## src/rtl/demux4_tdm_sched_if.sv

```systemverilog
// Handshake and demux-control bundle between the source/sink logic and the
// TDM scheduler. The master side owns requests and source data. The slave
// side (the scheduler) owns ready, demux routing and the acknowledges.
interface demux4_tdm_sched_if;
    logic [3:0] REQ;   // per-sink bit request, level-sensitive
    logic       DV;    // source data valid
    logic       DIN;   // source data bit
    logic       DRDY;  // source ready
    logic [1:0] A;     // demux select
    logic       D;     // demux data bit
    logic       E;     // demux enable, active high
    logic [3:0] ACK;   // one-hot served-sink acknowledge
    logic       BUSY;  // slot in progress

    modport master (
        output REQ, DV, DIN,
        input  DRDY, A, D, E, ACK, BUSY
    );

    modport slave (
        input  REQ, DV, DIN,
        output DRDY, A, D, E, ACK, BUSY
    );
endinterface

```

## src/rtl/demux4_tdm_sched.sv

```systemverilog
// Round-robin time-division scheduler feeding a 1-to-4 active-low demux.
// One source bit is accepted per slot. The winning sink's routing is held
// with E high for SLOT_LEN cycles, and the sink is acknowledged in the
// last slot cycle.
module demux4_tdm_sched #(
    parameter int SLOT_LEN = 4   // cycles E stays high per slot, 1..255
) (
    input  logic               CLK,
    input  logic               RST_N,
    demux4_tdm_sched_if.slave  bus
);

    typedef enum logic {IDLE, SLOT} state_t;

    localparam logic [7:0] LAST = 8'(SLOT_LEN - 1);

    state_t     state_q;
    logic [1:0] ptr_q;     // round-robin search start
    logic [7:0] cnt_q;     // cycles elapsed in current slot
    logic [1:0] a_q;       // latched grant, drives the demux select
    logic       d_q;       // latched source bit
    logic [1:0] grant_d;   // round-robin winner for the current REQ
    logic       any_req;
    logic       accept;

    assign any_req = |bus.REQ;

    // Ready is held low during reset so a source bit is never consumed then.
    assign accept  = RST_N && (state_q == IDLE) && bus.DV && any_req;

    // Round-robin winner: first set REQ bit starting at ptr_q, wrapping mod 4.
    always_comb begin
        logic       found;
        logic [1:0] idx;
        grant_d = ptr_q;
        found   = 1'b0;
        idx     = ptr_q;
        for (int k = 0; k < 4; k++) begin
            idx = ptr_q + 2'(k);
            if (!found && bus.REQ[idx]) begin
                grant_d = idx;
                found   = 1'b1;
            end
        end
    end

    // Scheduler FSM: IDLE waits for a handshake, SLOT holds routing for SLOT_LEN cycles.
    always_ff @(posedge CLK) begin
        if (!RST_N) begin
            state_q <= IDLE;
            ptr_q   <= 2'd0;
            cnt_q   <= 8'd0;
            a_q     <= 2'd0;
            d_q     <= 1'b0;
        end else begin
            case (state_q)
                IDLE: begin
                    if (accept) begin
                        a_q     <= grant_d;
                        d_q     <= bus.DIN;
                        cnt_q   <= 8'd0;
                        ptr_q   <= grant_d + 2'd1;
                        state_q <= SLOT;
                    end
                end
                SLOT: begin
                    if (cnt_q == LAST) begin
                        cnt_q   <= 8'd0;
                        state_q <= IDLE;
                    end else begin
                        cnt_q <= cnt_q + 8'd1;
                    end
                end
                default: state_q <= IDLE;
            endcase
        end
    end

    // Outputs decoded from registered state; ACK is suppressed while reset is asserted
    // so an aborted slot is never acknowledged.
    assign bus.DRDY = accept;
    assign bus.A    = a_q;
    assign bus.D    = d_q;
    assign bus.E    = (state_q == SLOT);
    assign bus.BUSY = (state_q == SLOT);
    assign bus.ACK  = (RST_N && state_q == SLOT && cnt_q == LAST) ? (4'b0001 << a_q) : 4'b0000;

endmodule

```

## src/flat_wrapper.sv

```systemverilog
// flat-port wrapper written by rule: the top's interface ports become plain ports
module demux4_tdm_sched_flat 
#(
    parameter int SLOT_LEN = 4                                          
)
  (CLK, RST_N, bus_REQ, bus_DV, bus_DIN, bus_DRDY, bus_A, bus_D, bus_E, bus_ACK, bus_BUSY);
  demux4_tdm_sched_if bus_i ();
  input  logic CLK;
  input  logic RST_N;
  input wire logic [$bits(bus_i.REQ)-1:0] bus_REQ;
  input wire logic [$bits(bus_i.DV)-1:0] bus_DV;
  input wire logic [$bits(bus_i.DIN)-1:0] bus_DIN;
  output wire logic [$bits(bus_i.DRDY)-1:0] bus_DRDY;
  output wire logic [$bits(bus_i.A)-1:0] bus_A;
  output wire logic [$bits(bus_i.D)-1:0] bus_D;
  output wire logic [$bits(bus_i.E)-1:0] bus_E;
  output wire logic [$bits(bus_i.ACK)-1:0] bus_ACK;
  output wire logic [$bits(bus_i.BUSY)-1:0] bus_BUSY;
  assign bus_i.REQ = bus_REQ;
  assign bus_i.DV = bus_DV;
  assign bus_i.DIN = bus_DIN;
  assign bus_DRDY = bus_i.DRDY;
  assign bus_A = bus_i.A;
  assign bus_D = bus_i.D;
  assign bus_E = bus_i.E;
  assign bus_ACK = bus_i.ACK;
  assign bus_BUSY = bus_i.BUSY;
  demux4_tdm_sched #(.SLOT_LEN(SLOT_LEN)) u_core (.CLK(CLK), .RST_N(RST_N), .bus(bus_i));
endmodule
```

## config.mk

```make
export PLATFORM = sky130hd
export DESIGN_NAME = demux4_tdm_sched_flat
export DESIGN_NICKNAME = d
export VERILOG_FILES = /design/src/rtl/demux4_tdm_sched_if.sv /design/src/rtl/demux4_tdm_sched.sv /design/src/flat_wrapper.sv
export SDC_FILE = /design/constraint.sdc
export NUM_CORES = 1
export LEC_CHECK = 0
export CORE_MARGIN = 2
export CORE_UTILIZATION = 53
export CTS_CLUSTER_DIAMETER = 40
export DETAILED_ROUTE_END_ITERATION = 10
export GPL_TIMING_DRIVEN = 0
export PLACE_DENSITY = 0.82
export SKIP_LAST_GASP = 1
export SYNTH_ARGS = -nofsm -noshare
export SYNTH_HDL_FRONTEND = slang
export SYNTH_SLANG_ARGS = --single-unit
```

## constraint.sdc

```tcl
create_clock -name CLK -period 2.6 [get_ports CLK]
set_clock_uncertainty 0.1 [all_clocks]
set_input_delay 0.39 -clock CLK [delete_from_list [all_inputs] [get_ports CLK]]
set_output_delay 0.39 -clock CLK [all_outputs]
set_load 0.01 [all_outputs]
```

# After elaboration in Yosys (flattened, before gate mapping)
# Index checks and enable logic that the tools add are counted.
# totals
register_bits	14
in_bits	8
out_inout_bits	10
wordCells	52
# classes
add_sub_neg	5
magnitude_cmp	4
n_eq_ne	2
shifts	1
muxes	21
n_bitwise	1
reduce_logical	13
# op_table
op	n
8-bit two-way mux	2
8-bit one-hot mux with 2 select lines	1
2-bit by 3-bit < comparator with 1-bit output (second input constant)	4
1-bit two-way mux	9
8-bit by 1-bit adder with 8-bit output (second input constant)	1
1-bit binary-select mux with 2-bit select	4
8-bit by 2-bit equality test with 1-bit output (second input constant)	1
1-bit logical AND	8
2-bit two-way mux	3
2-bit by 1-bit adder with 2-bit output (second input constant)	2
2-bit adder (second input constant)	2
4-bit two-way mux	1
4-bit OR reduction	1
1-bit by 2-bit left shift with 4-bit output (first input constant)	1
1-bit zero test	3
2-bit inequality test (second input constant)	1
1-bit one-hot mux with 2 select lines	1
2-bit AND reduction	1
1-bit NOT	1

# Longest topological paths before layout
# Gate-level depths: netlist (run 1).
# depth
word_depth	13
depth_mapped	6
ltp_nobuf	6

# Worst setup path before layout (run 1)
# No wires, ideal clock.
# synth_timing
kind	register to output
start	register u_core.cnt_q[0]
end	output bus_ACK[0]
t_arrival_ps	1516
required_ps	2110
path_slack_ps	594
path_stages_with_launch	7
n_path_buf	0
cell_sequence	dfxtp_1 -> ha_1 -> nand2b_1 -> or4_1 -> inv_1 -> nand3_2 -> nor3_1
# synth_via
elab_chain_len	3
# synth_rtl
element	line_no	source
from (decl)	demux4_tdm_sched.sv:19	logic [7:0] cnt_q;
from (signal assigned)	demux4_tdm_sched.sv:71	cnt_q <= cnt_q + 8'd1;
8-bit by 2-bit equality test with 1-bit output	demux4_tdm_sched.sv:86	assign bus.ACK = (RST_N && state_q == SLOT && cnt_q == LAST) ? (4'b0001 << a_q) : 4'b0000;
1-bit logical AND	demux4_tdm_sched.sv:86	
4-bit two-way mux	demux4_tdm_sched.sv:86	
to (decl)	flat_wrapper.sv:17	output wire logic [$bits(bus_i.ACK)-1:0] bus_ACK;
# No other way between the ends.

# Worst setup path after layout (run 1)
# layout_timing
start	input bus_REQ[1]
end	output bus_DRDY
# layout_via
elab_chain_len	2
# layout_rtl
element	line_no	source
from (decl)	flat_wrapper.sv:10	input wire logic [$bits(bus_i.REQ)-1:0] bus_REQ;
4-bit OR reduction	demux4_tdm_sched.sv:26	assign any_req = |bus.REQ;
1-bit logical AND	demux4_tdm_sched.sv:29	assign accept = RST_N && (state_q == IDLE) && bus.DV && any_req;
to (decl)	flat_wrapper.sv:13	output wire logic [$bits(bus_i.DRDY)-1:0] bus_DRDY;
# No other way between the ends.

==> results.yml, run 1 <==
outcome:
  status: "finished clean"
layout:
  layout_common_cells: "dfxtp_1 (12), nor2_1 (10), a21oi_1 (10), clkdlybuf4s50_1 (10), nand2_1 (7)"
  multi_input_comb_area_um2: 559
  layout_commonest_cell: "dfxtp_1"
  n_fill_cell: 133
  nNetsFinal: 136
  diodes: 0
  drive_above_1_share_pct: 20.6
  regArea_um2: 283
  area_growth_pct: 27.7
logic_synthesis:
  yosysTopAreaCell: "dfxtp_1"
  ys_warn_count: 0
  postSynthCellCount: 105
  synthTopCellsByArea: "dfxtp_1 (32%), a21oi_1 (5.7%), nor2_1 (4.3%), nor2b_1 (4.3%), nor3_1 (3.4%)"
  yosysUniqueCellTypes: 39
  synth.cell_area_um2: 871
  synthFlopType: "dfxtp_1"
  ys_ff_latch: 14
  syn-num-nets: 114
  avgSynthCellArea_um2: 8.29
  synthArstFlopShare_pct: 0
  yosysSeqAreaShare_pct: 32.2
  synth-edff-count: 0
  yosys.area.top_type_share_pct: 32.2
detailed_routing:
  avgViaCountPerCell: 6.07
  first_pass_iters: 4
  num_vias: 862
  wl_per_cell_um: 15.1
  ant_nets: 0
  route.detailed.drc: 0
  drt_iter0_markers: 13
  wl_um: 2150
pwr:
  total_power_uw: 525
  p_leak_uw: 0.000417
  ir_worst_vdd_uv: 357
  power_density_nw_per_um2: 472
global_route:
  grt_overflow: 0
  grt_util_all_layers_pct: 24.1
  antenna_found_initial: 0
  grt_pass1_vias: 814
  grt_pass1_wl_um: 3540
  grt_max_degree: 11
die:
  die_h_um: 44.5
  rows: 14
  dieArea_um2: 1980
  fp.dieW_um: 44.5
  start_util_pct: 57.1
  io_pins: 18
  core_area_um2: 1520
sta:
  maxSlewViolCount: 0
  fin_crit_sh_pct: 97.6
  period_needed_ns: 2.54
  rsz0062_at_grt: "false"
  worst_slew_pin_slew_ns: 0.563
  fin_ws_ns: 0.0629
  setup_viol: 0
  hold_viol: 0
  tns_ns: 0
  clock.fmax_mhz: 394
  relSlewSlack_pct: 62.3
  hold_ws_ns: 0.274
clock_network:
  cts.path.max_buffers: 2
  root_buffer: "clkbuf_4"
  clkLatencyLatePin_ns: 0.28
  cts.sinks: 14
  cts_htree_levels: 1
  cts_buffers: 3
  clk_pin_slew_ns: 0.09
  holdBufCountCts: 0
  tritoncts: "done"
placement:
  place_congestion: 0.819
  pre_cts_slack_ns: -0.201
  numPortBuffers: 16
  dpl.hpwl_um: 1440
setup_path:
  worstSetupPathType: "primary input to primary output"
  crit_path_end_kind: "primary output"
  crit_arrival_ns: 2.05
  start_kind: "primary input"
  critPathMaxFanout: 8
  required_ns: 2.11
min_path:
  hold_path_class: "primary input to register"
job:
  maxCapViolCount: 0
-- cell usage after synthesis, types with 2 or more instances --
cell type and number:
a21oi_1 10, or4_1 2, nand3b_1 2, nor3b_1 2, inv_1 5, dfxtp_1 14, a31oi_1 2, o21a_1 2
nand2b_1 3, o31a_1 2, o21ai_0 6, nand2_1 7, nor3_1 6, and3_2 2, nand3_1 2, nor2_1 10
nor2b_1 6
-- worst max-delay path, cell delays in order --
cell and delay, ns:
clkdlybuf4s50_1 0.49, or4_4 0.58, nand4b_4 0.16, inv_1 0.12, dlygate4sd2_1 0.30
-- cell type report --
type,count,area share [%]
multi-input combinational,81,50.3
tap,16,1.80
inverter,5,1.69
clock buffer,4,3.26
timing repair buffer,17,13.8
buffer,5,3.71
sequential,14,25.4
-- power breakdown --
group          switching, uW  total (uW)  internal (uW)
Combinational           61.4         122           60.9
Clock                   80.1         165           85.1
Sequential              12.8         237            225
Total                    154         525            371
-- sequential cells by signal, summed over array words and instances (netlist names) --
| name | flops |
|---|---|
| u_core.bus.BUSY | 1 |
| u_core.bus.A | 2 |
| u_core.bus.D | 1 |
| u_core.ptr_q | 2 |
| u_core.cnt_q | 8 |
-- metrics by stage --
step	instance area (um^2)	utilization [%]	cells
6_report	1110	73.0	142
5_1_grt	1110	73.0	142
4_1_cts	1090	71.6	141
3_5_place_dp	1050	69.0	137
3_3_place_gp	1050	69.0	137
2_1_floorplan	871	-	105
-- what timing repair did --
| action | 4_1_cts | 5_1_grt |
|---|---|---|
| endpoints found under the setup margin | 5 | 5 |
| setup buffers | 0 | 1 |
| cloned | 0 | 0 |
| hold endpoints to repair | 0 | 0 |
| gates resized for setup | 7 | 14 |
| pin swaps | 0 | 1 |
-- final timing paths --
path	start	to	slack, ns	depth (start not counted)
setup reg to reg	u_core.cnt_q[3]	u_core.cnt_q[6]	0.78	5
hold / removal	RST_N	u_core.bus.A[1]	0.27	2
hold reg to reg	u_core.cnt_q[7]	u_core.cnt_q[7]	0.40	2
setup / recovery	bus_REQ[1]	bus_DRDY	0.06	5
-- routing by layer --
layer,GRT usage (%),share of wire [%]
met2,44.9,55
met4,8.48,0.61
met5,0,0
met3,3.67,3.4
met1,27.1,41
-- cell families after synthesis --
family | after synthesis | synth area share (%)
compound gates | 29 | 24.4
flops | 14 | 32.2
simple gates | 50 | 33.9
fa+ha+maj | 1 | 1.44
mux | 1 | 1.15
buf+inv | 10 | 6.90
Power figures use the tool's default switching activity.
==> run 2: changes to the inputs <==
--- a/config.mk
+++ b/config.mk
@@ -10,8 +10,9 @@
 export CTS_CLUSTER_DIAMETER = 40
 export DETAILED_ROUTE_END_ITERATION = 10
 export GPL_TIMING_DRIVEN = 0
-export PLACE_DENSITY = 0.82
+export PLACE_DENSITY = 0.89
 export SKIP_LAST_GASP = 1
+export SLEW_MARGIN = 5
 export SYNTH_ARGS = -nofsm -noshare
 export SYNTH_HDL_FRONTEND = slang
 export SYNTH_SLANG_ARGS = --single-unit
==> results.yml, run 2 (synthesis results as in run 1) <==
die:
  die_h_um: 44.5
  start_util_pct: 57.1
  core_area_um2: 1520
  rows: 14
  dieArea_um2: 1980
  fp.dieW_um: 44.5
  io_pins: 18
pwr:
  total_power_uw: 514
  power_density_nw_per_um2: 472
  ir_worst_vdd_uv: 261
  p_leak_uw: 0.000409
min_path:
  hold_path_class: "primary input to register"
  hold_path_depth: 2
  worstHoldEndpoint: "u_core.bus.A[1]"
  min_from: "RST_N"
setup_path:
  required_ns: 2.11
  crit_path_end_kind: "primary output"
  r2r-end: "u_core.cnt_q[6]"
  r2r_slack_ns: 0.56
  r2r_cells: 7
  critPathMaxFanout: 8
  worstSetupPathType: "primary input to primary output"
  start_kind: "primary input"
  rr_startpoint: "u_core.cnt_q[0]"
  crit_arrival_ns: 2.03
detailed_routing:
  wl_per_cell_um: 14.3
  m1WireLength_um: 876
  avgViaCountPerCell: 5.98
  ant_nets: 0
  num_vias: 849
  route.detailed.drc: 0
  dr_wl_met2_um: 995
  wl_um: 2030
  first_pass_iters: 4
  top_layer: "met4"
  drt_iter0_markers: 30
  wl_met3_um: 113
global_route:
  grt_util_all_layers_pct: 22.6
  grt_max_degree: 11
  grt_overflow: 0
  grt_pass1_wl_um: 3350
  antenna_found_initial: 0
  grt_pass1_vias: 745
placement:
  numPortBuffers: 16
  place_congestion: 0.783
  pre_cts_slack_ns: -0.240
  dpl.hpwl_um: 1410
sta:
  worst_slew_pin_slew_ns: 0.584
  relSlewSlack_pct: 60.9
  setup_viol: 0
  period_needed_ns: 2.52
  fin_crit_sh_pct: 96.8
  rsz0062_at_grt: "true"
  hold_viol: 0
  maxSlewViolCount: 0
  tns_ns: 0
  clock.fmax_mhz: 397
  fin_ws_ns: 0.0834
clock_network:
  holdBufCountCts: 0
  root_buffer: "clkbuf_4"
  tritoncts: "done"
  cts.path.max_buffers: 2
  clkLatencyLatePin_ns: 0.28
  cts_htree_levels: 1
  cts_buffers: 3
  clk_pin_slew_ns: 0.09
  cts.sinks: 14
layout:
  area_growth_pct: 25.1
  top_register: "u_core.cnt_q"
  layout_common_cells: "dfxtp_1 (12), clkdlybuf4s50_1 (11), nor2_1 (10), a21oi_1 (10), nand2_1 (7)"
  final_util_pct: 71.5
  drive_above_1_share_pct: 19.0
  n_fill_cell: 118
  nNetsFinal: 136
  largest_reg_flops: 8
  layout_commonest_cell: "dfxtp_1"
  diodes: 0
outcome:
  status: "finished clean"
job:
  maxCapViolCount: 0
[run 2: worst max-delay path by stage]
stage | from | endpoint | depth (start not counted)
final | bus_REQ[0] | bus_DRDY | 5
after global routing | u_core.cnt_q[3] | bus_ACK[1] | 6
after CTS | u_core.cnt_q[0] | bus_ACK[2] | 7
after detailed placement | bus_REQ[1] | bus_DRDY | 5
after global placement | bus_REQ[1] | bus_DRDY | 5
after floorplan | u_core.cnt_q[0] | bus_ACK[0] | 6
[run 2: worst max-delay path: stages]
cell             delay, ns
clkdlybuf4s50_1       0.46
or4_4                 0.61
nand4b_4              0.18
inv_2                 0.09
dlygate4sd2_1         0.30
[run 2: per-layer routing]
layer	global-route usage, %	vias to the layer above
met5	0	-
li1	-	428
met1	30.0	380
met2	35.1	33
met3	4.90	8
met4	9.70	0
[run 2: cell type report]
| type | instances | area [um^2] | area share, % |
|---|---|---|---|
| Multi-Input combinational cell | 81 | 539 | 49.5 |
| Inverter | 5 | 18.8 | 1.72 |
| Buffer | 5 | 41.3 | 3.79 |
| Timing Repair Buffer | 17 | 151 | 13.9 |
| Sequential cell | 14 | 283 | 25.9 |
| Clock buffer | 4 | 36.3 | 3.33 |
| Tap cell | 16 | 20.0 | 1.84 |
[run 2: where the power goes]
| part | internal, uW | switching [uW] |
|---|---|---|
| combinational | 60.0 | 59.7 |
| clock | 85.3 | 73.7 |
| sequential | 225 | 11.0 |
| total | 370 | 144 |
[run 2: per-stage QoR]
stage / area [um^2] / std cells / hold slack [ns]
after floorplan: 871 / 105 / 0.358
after global placement: 1050 / 137 / 0.344
after detailed placement: 1050 / 137 / 0.348
after CTS: 1090 / 141 / 0.275
after global routing: 1090 / 142 / 0.273
final: 1090 / 142 / 0.269
[run 2: what timing repair did]
item	CTS	global route
buffers inserted	0	1
cloned	0	0
pin swaps	0	1
gates resized for setup	7	9
endpoints found under the setup margin	5	5
==> run 3: changes to the inputs <==
--- a/config.mk
+++ b/config.mk
@@ -11,6 +11,7 @@
 export DETAILED_ROUTE_END_ITERATION = 10
 export GPL_TIMING_DRIVEN = 0
 export PLACE_DENSITY = 0.89
+export REMOVE_ABC_BUFFERS = 1
 export SKIP_LAST_GASP = 1
 export SLEW_MARGIN = 5
 export SYNTH_ARGS = -nofsm -noshare
==> results.yml, run 3 (synthesis results as in run 1) <==
detailed_routing:
  route.detailed.drc: 0
  num_vias: 841
  dr_wl_met2_um: 1020
  avgViaCountPerCell: 6.14
  wl_per_cell_um: 14.0
  first_pass_iters: 4
  wl_met3_um: 96
  ant_nets: 0
  m1WireLength_um: 786
  drt_iter0_markers: 11
  wl_um: 1920
  top_layer: "met4"
sta:
  worst_slew_pin_slew_ns: 0.539
  setup_viol: 0
  hold_ws_ns: 0.361
  clock.fmax_mhz: 391
  rsz0062_at_grt: "true"
  tns_ns: 0
  relSlewSlack_pct: 64.0
  fin_crit_sh_pct: 98.4
  hold_viol: 0
  period_needed_ns: 2.56
  maxSlewViolCount: 0
setup_path:
  crit_path_end_kind: "primary output"
  crit_arrival_ns: 2.07
  start_kind: "primary input"
  required_ns: 2.11
  critPathMaxFanout: 8
  crit_start: "bus_REQ[2]"
  worstSetupPathType: "primary input to primary output"
  rr_startpoint: "u_core.bus.BUSY"
clock_network:
  cts_buffers: 3
  clkLatencyLatePin_ns: 0.28
  cts.path.max_buffers: 2
  clk_pin_slew_ns: 0.08
  cts.sinks: 14
  root_buffer: "clkbuf_4"
  cts_htree_levels: 1
  tritoncts: "done"
layout:
  layout_common_cells: "dfxtp_1 (13), clkdlybuf4s50_1 (12), nor2_1 (10), a21oi_1 (10), nand2_1 (7)"
  regArea_um2: 282
  area_growth_pct: 20.7
  top_register: "u_core.cnt_q"
  multi_input_comb_area_um2: 547
  drive_above_1_share_pct: 15.7
  layout_commonest_cell: "dfxtp_1"
  diodes: 0
  largest_reg_flops: 8
  n_fill_cell: 132
  nNetsFinal: 132
job:
  maxCapViolCount: 0
global_route:
  grt_pass1_wl_um: 3220
  grt_pass1_vias: 807
  grt_util_all_layers_pct: 21.9
  antenna_found_initial: 0
  grt_overflow: 0
  grt_max_degree: 14
placement:
  numPortBuffers: 17
  dpl.hpwl_um: 1470
  place_congestion: 0.795
pwr:
  p_leak_uw: 0.000380
  power_density_nw_per_um2: 445
  ir_worst_vdd_uv: 367
die:
  rows: 14
  fp.dieW_um: 44.5
  dieArea_um2: 1980
  start_util_pct: 57.1
  die_h_um: 44.5
  core_area_um2: 1520
  io_pins: 18
outcome:
  status: "finished clean"
min_path:
  min_from: "u_core.bus.D"
  hold_path_class: "register to register"
## run 3: critical path, stage by stage
cell and delay, ns:
clkdlybuf4s50_1 0.50, or4_4 0.60, nand4b_4 0.16, inv_1 0.12
dlygate4sd2_1 0.30
## run 3: power breakdown
part / switching (uW) / internal (uW) / leakage (uW)
clock: 67.6 / 53.7 / 0.0000138
sequential: 16.0 / 224 / 0.000114
combinational: 52.9 / 53.4 / 0.000252
total: 137 / 332 / 0.000380
## run 3: path summary, 6_finish.rpt
path              cells after the start              end  slack (ns)
setup / recovery                      5         bus_DRDY        0.04
hold / removal                        2     u_core.bus.D        0.36
hold reg to reg                       2     u_core.bus.D        0.36
setup reg to reg                      3  u_core.cnt_q[7]        0.80
## run 3: routing by layer
layer,vias to the layer above,global-route usage (%)
met4,0,9.70
met5,-,0
met2,25,41.2
met3,2,6.53
met1,399,21.7
li1,415,-
## run 3: final cells by class
class                      count  area share (%)
clock buffer                   3            2.14
timing repair buffer          18            15.4
inverter                       5            1.79
tap                           16            1.90
sequential                    14            26.8
multi-input combinational     81            52.0
## run 3: metrics by stage
step | instances | utilization, % | power (uW) | cell area (um^2) | setup WS [ns]
after global placement | 133 | 66.9 | 344 | 1020 | -0.171
after detailed placement | 133 | 66.9 | 349 | 1020 | -0.200
after floorplan | 100 | - | 303 | 830 | 0.571
after CTS | 137 | 69.2 | 472 | 1050 | -0.0244
after global routing | 137 | 69.0 | 497 | 1050 | -0.0525
final | 137 | 69.0 | 468 | 1050 | 0.0425
## run 3: repair_timing
action                     4_1_cts  5_1_grt
pin swaps                        1        0
hold buffers                     0        0
setup buffers                    1        0
hold endpoints to repair         0        0
resized for setup                8        8
setup endpoints to repair        5        4
